### src/rtl/fifo_stream_pkg.sv
// Shared types for the FIFO stream reader: buffer occupancy encoding and
// the helper that turns it into a word count.
package fifo_stream_pkg;

  // Number of words held in the output skid buffer.
  typedef enum logic [1:0] {
    EMPTY = 2'd0,
    ONE   = 2'd1,
    TWO   = 2'd2
  } occ_t;

  localparam int OCC_MAX = 2;

  // The encoding is chosen so that the state value is the word count.
  function automatic logic [1:0] occ_count(input occ_t occ);
    return 2'(occ);
  endfunction

endpackage

### src/rtl/fifo_stream_skid.sv
// Two-entry in-order output buffer for the FIFO stream reader.
// push writes into the first slot that is free once this cycle's pop is applied;
// head is always the oldest buffered word.
//
// state | meaning
// ------+---------------------------------------------
// EMPTY | no word buffered, head is stale
// ONE   | buf0 holds the only word
// TWO   | buf0 holds the oldest word, buf1 the next one
module fifo_stream_skid
  import fifo_stream_pkg::*;
#(
  parameter int WIDTH = 16
) (
  input  logic             clk,
  input  logic             rst,
  input  logic             push,
  input  logic [WIDTH-1:0] push_data,
  input  logic             pop,
  output occ_t             occ,
  output logic [WIDTH-1:0] head
);

  occ_t             occ_q;
  occ_t             occ_nxt;
  logic [WIDTH-1:0] buf0_q;
  logic [WIDTH-1:0] buf0_nxt;
  logic [WIDTH-1:0] buf1_q;
  logic [WIDTH-1:0] buf1_nxt;

  // State and data registers; reset discards every buffered word.
  always_ff @(posedge clk or posedge rst) begin
    if (rst) begin
      occ_q  <= EMPTY;
      buf0_q <= '0;
      buf1_q <= '0;
    end else begin
      occ_q  <= occ_nxt;
      buf0_q <= buf0_nxt;
      buf1_q <= buf1_nxt;
    end
  end

  // Next occupancy and slot contents from (pop, push).
  always_comb begin
    occ_nxt  = occ_q;
    buf0_nxt = buf0_q;
    buf1_nxt = buf1_q;
    case (occ_q)
      EMPTY: begin
        // A pop cannot happen here because head is not valid.
        if (push) begin
          occ_nxt  = ONE;
          buf0_nxt = push_data;
        end
      end
      ONE: begin
        if (pop && !push) begin
          occ_nxt = EMPTY;
        end else if (pop && push) begin
          buf0_nxt = push_data;
        end else if (push) begin
          occ_nxt  = TWO;
          buf1_nxt = push_data;
        end
      end
      TWO: begin
        // push without pop would overflow; the issue logic upstream never
        // allows it, so the state saturates and the word is dropped.
        if (pop) begin
          buf0_nxt = buf1_q;
          if (push) begin
            buf1_nxt = push_data;
          end else begin
            occ_nxt = ONE;
          end
        end
      end
      default: begin
        occ_nxt = EMPTY;
      end
    endcase
  end

  assign occ  = occ_q;
  assign head = buf0_q;

endmodule

### src/rtl/fifo_stream_reader.sv
// Read-side stage for the synchronous FIFO: turns the registered-output read
// port into a valid/ready stream at one word per cycle. Reads are issued only
// when the FIFO is non-empty and the word can be guaranteed a buffer slot.
// Optional statistics (rd_count, underflow_err) are built when the macro
// FIFO_STREAM_STATS_EN is defined.
module fifo_stream_reader
  import fifo_stream_pkg::*;
#(
  parameter int FIFO_WIDTH = 16,
  parameter int STAT_WIDTH = 16
) (
  input  logic                  clk,
  input  logic                  rst,
  output logic                  fifo_rd_en,
  input  logic [FIFO_WIDTH-1:0] fifo_data_out,
  input  logic                  fifo_empty,
  input  logic                  fifo_underflow,
  output logic                  m_valid,
  output logic [FIFO_WIDTH-1:0] m_data,
  input  logic                  m_ready
`ifdef FIFO_STREAM_STATS_EN
  ,
  output logic [STAT_WIDTH-1:0] rd_count,
  output logic                  underflow_err
`endif
);

  occ_t       occ;
  logic       pend;
  logic       pop;
  logic [2:0] level;

  assign m_valid = (occ != EMPTY);
  assign pop     = m_valid && m_ready;

  // Words that will be buffered after this edge if no new read is issued.
  // pop is only possible with occ >= 1, so this never goes negative.
  assign level = 3'(occ_count(occ)) + 3'(pend) - 3'(pop);

  assign fifo_rd_en = !rst && !fifo_empty && (level < 3'(OCC_MAX));

  // Tracks the read whose data appears on fifo_data_out next cycle.
  always_ff @(posedge clk or posedge rst) begin
    if (rst) begin
      pend <= 1'b0;
    end else begin
      pend <= fifo_rd_en;
    end
  end

  fifo_stream_skid #(
    .WIDTH(FIFO_WIDTH)
  ) u_skid (
    .clk      (clk),
    .rst      (rst),
    .push     (pend),
    .push_data(fifo_data_out),
    .pop      (pop),
    .occ      (occ),
    .head     (m_data)
  );

`ifdef FIFO_STREAM_STATS_EN
  // Delivered-word counter, wraps at its width.
  always_ff @(posedge clk or posedge rst) begin
    if (rst) begin
      rd_count <= '0;
    end else if (pop) begin
      rd_count <= rd_count + 1'b1;
    end
  end

  // Sticky record of any FIFO underflow seen since reset.
  always_ff @(posedge clk or posedge rst) begin
    if (rst) begin
      underflow_err <= 1'b0;
    end else if (fifo_underflow) begin
      underflow_err <= 1'b1;
    end
  end
`else
  // Without statistics the underflow flag and counter width have no use.
  logic unused_underflow;
  assign unused_underflow = fifo_underflow;
  localparam int unused_stat_width = STAT_WIDTH;
`endif

endmodule

### config.mk
export PLATFORM = sky130hd
export DESIGN_NAME = fifo_stream_reader
export DESIGN_NICKNAME = d
export VERILOG_FILES = /design/src/rtl/fifo_stream_pkg.sv /design/src/rtl/fifo_stream_skid.sv /design/src/rtl/fifo_stream_reader.sv
export SDC_FILE = /design/constraint.sdc
export NUM_CORES = 1
export LEC_CHECK = 0
export CAP_MARGIN = 20
export CORE_MARGIN = 4
export CORE_UTILIZATION = 40
export DETAILED_ROUTE_END_ITERATION = 8
export PLACE_DENSITY = 0.71
export SLEW_MARGIN = 0
export SYNTH_ARGS = -nofsm -noshare
export SYNTH_HDL_FRONTEND = slang
export SYNTH_SLANG_ARGS = --single-unit
### constraint.sdc
create_clock -name clk -period 2.3 [get_ports clk]
set_clock_uncertainty 0.1 [all_clocks]
set_input_delay 0.46 -clock clk [delete_from_list [all_inputs] [get_ports clk]]
set_output_delay 0.46 -clock clk [all_outputs]
set_load 0.05 [all_outputs]
== Word level (Yosys, flattened, before mapping) ==
Index checks and enable logic that the tools add are counted.

* Multiplexer cells: 17
* Reduce and logical (&&, ||, !) cells: 15
* Magnitude comparators: 1
* $add $sub $neg: 2
* Equality and inequality tests: 10

{| class="wikitable"
|+ Operator list
! kind !! number
|-
| 2-to-1 mux 16 bit || 8
|-
| one-hot mux 16 bit (3 select lines) || 1
|-
| one-hot mux 16 bit (2 select lines) || 1
|-
| 2-to-1 mux 2 bit || 6
|-
| != test 2 bit, second input constant || 5
|-
| AND reduction 5 bit || 2
|-
| != test 3 x 2 -> 1 bit, second input constant || 2
|-
| one-hot mux 2 bit (3 select lines) || 1
|-
| logical AND 1 bit || 5
|-
| AND reduction 4 bit || 1
|-
| nonzero test 2 bit || 2
|-
| adder 2 x 1 -> 3 bit || 1
|-
| logical NOT 1 bit || 3
|-
| < comparator 3 x 2 -> 1 bit, second input constant || 1
|-
| nonzero test 3 bit || 1
|-
| subtractor 3 x 1 -> 3 bit || 1
|-
| equality test 2 x 1 -> 1 bit, second input constant || 1
|-
| equality test 2 bit, second input constant || 1
|-
| logical NOT 2 bit || 1
|-
| != test 2 x 1 -> 1 bit, second input constant || 1
|}

* Word-level logic and storage cells: 49
* Output and inout port bits: 18
* Bits of input ports: 21
* Bits in registers: 35

== Depth between registers and ports, before layout ==
* Depth after elaboration: 6
* Depth in mapped cells: 7
* Gate-level depth less buffers: 6

== By module ==
A second synthesis with hierarchy kept.

* Cells, all modules: 111
* Area total of the unflattened synthesis: 1,695.4 um2

{| class="wikitable"
|+ By module, submodules not included
! module !! instances !! seq. area each (um2) !! area each (um2) !! cells an instance
|-
| fifo_stream_skid || 1 || 850.8 || 1,582.8 || 101
|-
| fifo_stream_reader || 1 || 25.0 || 112.6 || 10
|}

== Worst setup path before layout ==
Ideal clock, no wire load.

* Path kind: register to output
* Start: register u_skid.occ_q[1], in the netlist u_skid.occ[1]
* End: output port fifo_rd_en
* Arrival time: 3,309 ps
* Required time: 1,740 ps
* Path slack: -1,569 ps
* Cell stages (with the launch flop): 8
* Buffers on the path: 1
* Cell sequence: dfrtp_1 > nor2b_4 > buf_6 > and2_1 > o21ai_0 > fa_1 > xor2_1 > nor4b_1

* Word-level cells in the longest chain between the ends: 5
* Elaborated cells on any way between the ends: 6
* Classes of those cells: add/sub (2); order compare (1); reduce/logical (3)

{| class="wikitable"
|+ Ends and longest elaborated chain
! element !! RTL line !! text
|-
| start, declared || fifo_stream_skid.sv:24 || <nowiki>occ_t occ_q;</nowiki>
|-
| start signal, assigned || fifo_stream_skid.sv:38 || <nowiki>occ_q <= occ_nxt;</nowiki>
|-
| branches (longest 2 deep; another with adder 2 x 1 -> 3 bit) || - ||
|-
| subtractor 3 x 1 -> 3 bit (*) || fifo_stream_reader.sv:38 || <nowiki>assign level = 3'(occ_count(occ)) + 3'(pend) - 3'(pop);</nowiki>
|-
| < comparator 3 x 2 -> 1 bit (*) || fifo_stream_reader.sv:40 || <nowiki>assign fifo_rd_en = !rst && !fifo_empty && (level < 3'(OCC_MAX));</nowiki>
|-
| logical AND 1 bit (*) || fifo_stream_reader.sv:40 ||
|-
| end, declared || fifo_stream_reader.sv:14 || <nowiki>output logic fifo_rd_en,</nowiki>
|}

Every way passes the cells marked *.

== Final worst setup path ==
* Start: register u_skid.occ_q[0], in the netlist u_skid.occ[0]
* End: output port fifo_rd_en

The elaborated chain is that of the path after synthesis.

==> results.sh <==
export IMPL_required_ns=1.74
export IMPL_cts_sinks=35
export IMPL_peakVddDrop_mv=0.872
export IMPL_synth_top_cell_by_area="dfrtp_1"
export IMPL_min_path_type="flop to flop"
export IMPL_postRouteAntennaNets=0
export IMPL_setup_tns_ns=-0.353
export IMPL_cp_buffers_inverters=1
export IMPL_hold_buffers=0
export IMPL_drt_iter0_markers=53
export IMPL_die_width_um=73.8
export IMPL_crit_chain="nor2b_4, and2_4, o21ai_1, fa_2, xor2_1, nor4b_4, buf_12"
export IMPL_crit_cells=7
export IMPL_final_hold_violation_count=0
export IMPL_tightest_slew_ns=0.518
export IMPL_fillers=326
export IMPL_crit_arrival_ns=2.09
export IMPL_wl_um=3610
export IMPL_r2r_end="u_skid.buf1_q[6]"
export IMPL_crit_path_max_incr_delay_ns=0.42
export IMPL_reg2reg_slack_ns=0.41
export IMPL_synth_area_leaders="dfrtp_1 51%, mux2_4 17%, mux2_2 17%, buf_6 1.9%, o2bb2ai_4 1.6%"
export IMPL_slew_headroom=0.653
export IMPL_insertion_delay_ns=0.28
export IMPL_yosys_warnings=0
export IMPL_synthesis_nets=129
export IMPL_hpwl_um=2730
export IMPL_crit_path_start="u_skid.occ[0]"
export IMPL_ys_types=24
export IMPL_track_usage=0.148
export IMPL_cts_tree="built"
export IMPL_setup_viol=1
export IMPL_nNetsFinal=182
export IMPL_crit_fanout=3
export IMPL_grt_pass1_vias=1231
export IMPL_leakage_nw=1.01
export IMPL_grt_max_degree=24
export IMPL_htreeDepth=2
export IMPL_cts_made_buffers=5
export IMPL_fin_ws_ns=-0.353
export IMPL_end_kind="output pin"
export IMPL_cp_start_kind="flop"
export IMPL_drc_errors=0
export IMPL_io_pins=39
export IMPL_yosysTopAreaCellShare=0.505
export IMPL_synth_area_um2=1730
export IMPL_die_h_um=73.8
export IMPL_fin_cells=210
export IMPL_drv_slew=0
export IMPL_grt_overflow_total=0
export IMPL_area_growth_pct=35.6
export IMPL_fmax_ghz=0.377
export IMPL_path_clk_slew_ns=0.07
export IMPL_crit_family="simple AND/OR/NAND/NOR gates"
export IMPL_rsz0062_at_grt="true"
export IMPL_via_per_inst=5.00
export IMPL_clockBufferDepth=2
export IMPL_drv_cap=0
export IMPL_antennaDiodeCount=0
export IMPL_start_util=0.424
export IMPL_reg2regPathDepth=5
export IMPL_whs_ns=0.406
export IMPL_endpoint="fifo_rd_en"
export IMPL_vias=1049
export IMPL_crit_type="flop to output pin"
export IMPL_violations="negative setup slack"
export IMPL_grt_pass1_wl_um=5970
export IMPL_io_buffers=37
export IMPL_status="complete, but fails checks"
export IMPL_coreArea_um2=4090
export IMPL_fp_row_count=23
export IMPL_post_drt_wl_per_cell_um=17.2
export IMPL_min_period_ns=2.65
export IMPL_ys_ff_latch=35
export IMPL_r2r_start="u_skid.occ[0]"
export IMPL_period_share=1.15
export IMPL_power_density_nw_per_um2=1380
export IMPL_dp_cells=203
export IMPL_die_area_um2=5450
export IMPL_synth_avg_cell_area_um2=16.2
export IMPL_drive_above_1_share=0.488
export IMPL_grt_antenna_before_repair=0
export IMPL_cts_root_buf="clkbuf_8"
export IMPL_slowest_stage="dfrtp_1"
export IMPL_synth_seq_area_share=0.505
export IMPL_drtPass1Iterations=4
export IMPL_syn_inst=107
export IMPL_finalWeightedCongestion=0.795
[per-layer routing]
layer  wire length, um  vias to the layer above  global-route usage
met1              1350                      529               0.163
met3               149                        5              0.0520
met2              2070                       25               0.259
li1                  -                      490                   -
met4                36                        0              0.0604
met5                 0                        -                   0
[synth_stat cells (all sizes together)]
cell type  number
a21boi          1
and2            1
buf             4
dfrtp          35
fa              1
inv             1
mux2           48
nand2           1
nand2b          3
nor2b           3
nor4b           1
o21a            1
o21ai           1
o22ai           3
o2bb2ai         1
or2             1
xor2            1
[final cells by class]
cell class	count	area (um2)	area share
Sequential cell	35	877	0.373
Multi-Input combinational cell	67	820	0.349
Timing Repair Buffer	50	499	0.212
Clock buffer	6	82.6	0.0351
Tap cell	50	62.6	0.0266
Clock inverter	1	5.00	0.00213
Inverter	1	3.75	0.00160
[cells in the final DEF, fill, tap and decap left out]
cell type,synthesis,final
a21boi_0,1,1
and2_4,0,1
buf_12,1,3
buf_4,0,12
clkbuf_8,0,6
clkdlybuf4s50_1,0,34
clkinv_2,0,1
dfrtp_1,35,34
dfrtp_2,0,1
dlygate4sd2_1,0,1
fa_2,0,1
inv_1,1,1
mux2_1,2,2
mux2_2,26,26
mux2_4,20,20
nand2_1,1,1
nand2b_1,2,2
nand2b_2,1,1
nor2b_1,1,1
nor2b_2,1,1
nor2b_4,1,1
nor4b_4,0,1
o21a_1,1,1
o21ai_1,0,1
o22ai_1,2,2
o22ai_4,1,1
o2bb2ai_4,1,1
or2_2,1,1
xor2_1,1,1
[cells by family (layout without fill, tap and decap cells)]
| family | Yosys count | in the layout | synth area share |
|---|---|---|---|
| AOI/OAI and AO/OA | 7 | 7 | 0.0462 |
| DFF | 35 | 35 | 0.505 |
| adders and majority gates | 1 | 1 | 0.0116 |
| muxes | 48 | 48 | 0.355 |
| xor gates and xnor gates | 1 | 1 | 0.00506 |
| and+or+nand+nor | 10 | 10 | 0.0433 |
| buffers and inverters | 5 | 58 | 0.0332 |
[sequential cells by signal (all words and copies together) (netlist names)]
| register | cells |
|---|---|
| u_skid.buf1_q | 16 |
| pend | 1 |
| u_skid.head | 16 |
| u_skid.occ | 2 |
[worst register-to-register path, stage by stage, from the launching register on]
cell and delay (ns):
dfrtp_1 0.42, buf_4 0.16, nand2b_1 0.31, o22ai_4 0.24
buf_4 0.20, mux2_2 0.34
[repair_timing]
action / CTS / global route
pin swaps: 1 / 0
setup endpoints to repair: 1 / 1
gates cloned: 0 / 0
buffers inserted: 0 / 0
resized for setup: 1 / 0
[how the worst min path moves through the flow]
stage                                 start                end  slack [ns]  cells past startpoint
final                       u_skid.head[15]    u_skid.head[15]        0.41                      1
after floorplan           u_skid.buf1_q[10]  u_skid.buf1_q[10]        0.37                      1
after global routing        u_skid.head[12]    u_skid.head[12]        0.43                      1
after detailed placement  u_skid.buf1_q[12]  u_skid.buf1_q[12]        0.39                      1
after global placement     u_skid.buf1_q[6]   u_skid.buf1_q[6]        0.38                      1
after CTS                 u_skid.buf1_q[10]  u_skid.buf1_q[10]        0.41                      1
[per-stage QoR]
step | utilization | power (mW) | worst slack, ns | area, um2
floorplan | - | 2.26 | -0.490 | 1750
global placement | 0.554 | 2.76 | -0.534 | 2260
detailed placement | 0.554 | 2.82 | -0.624 | 2260
CTS | 0.575 | 3.28 | -0.379 | 2350
global route | 0.575 | 3.39 | -0.452 | 2350
finish | 0.575 | 3.24 | -0.353 | 2350
[power breakdown]
part	leakage (nW)	switching, mW	total, mW	internal [mW]
combinational	0.544	0.900	1.71	0.810
clock	0.0470	0.206	0.441	0.235
sequential	0.421	0.171	1.09	0.914
Power figures use the tool's default switching activity.
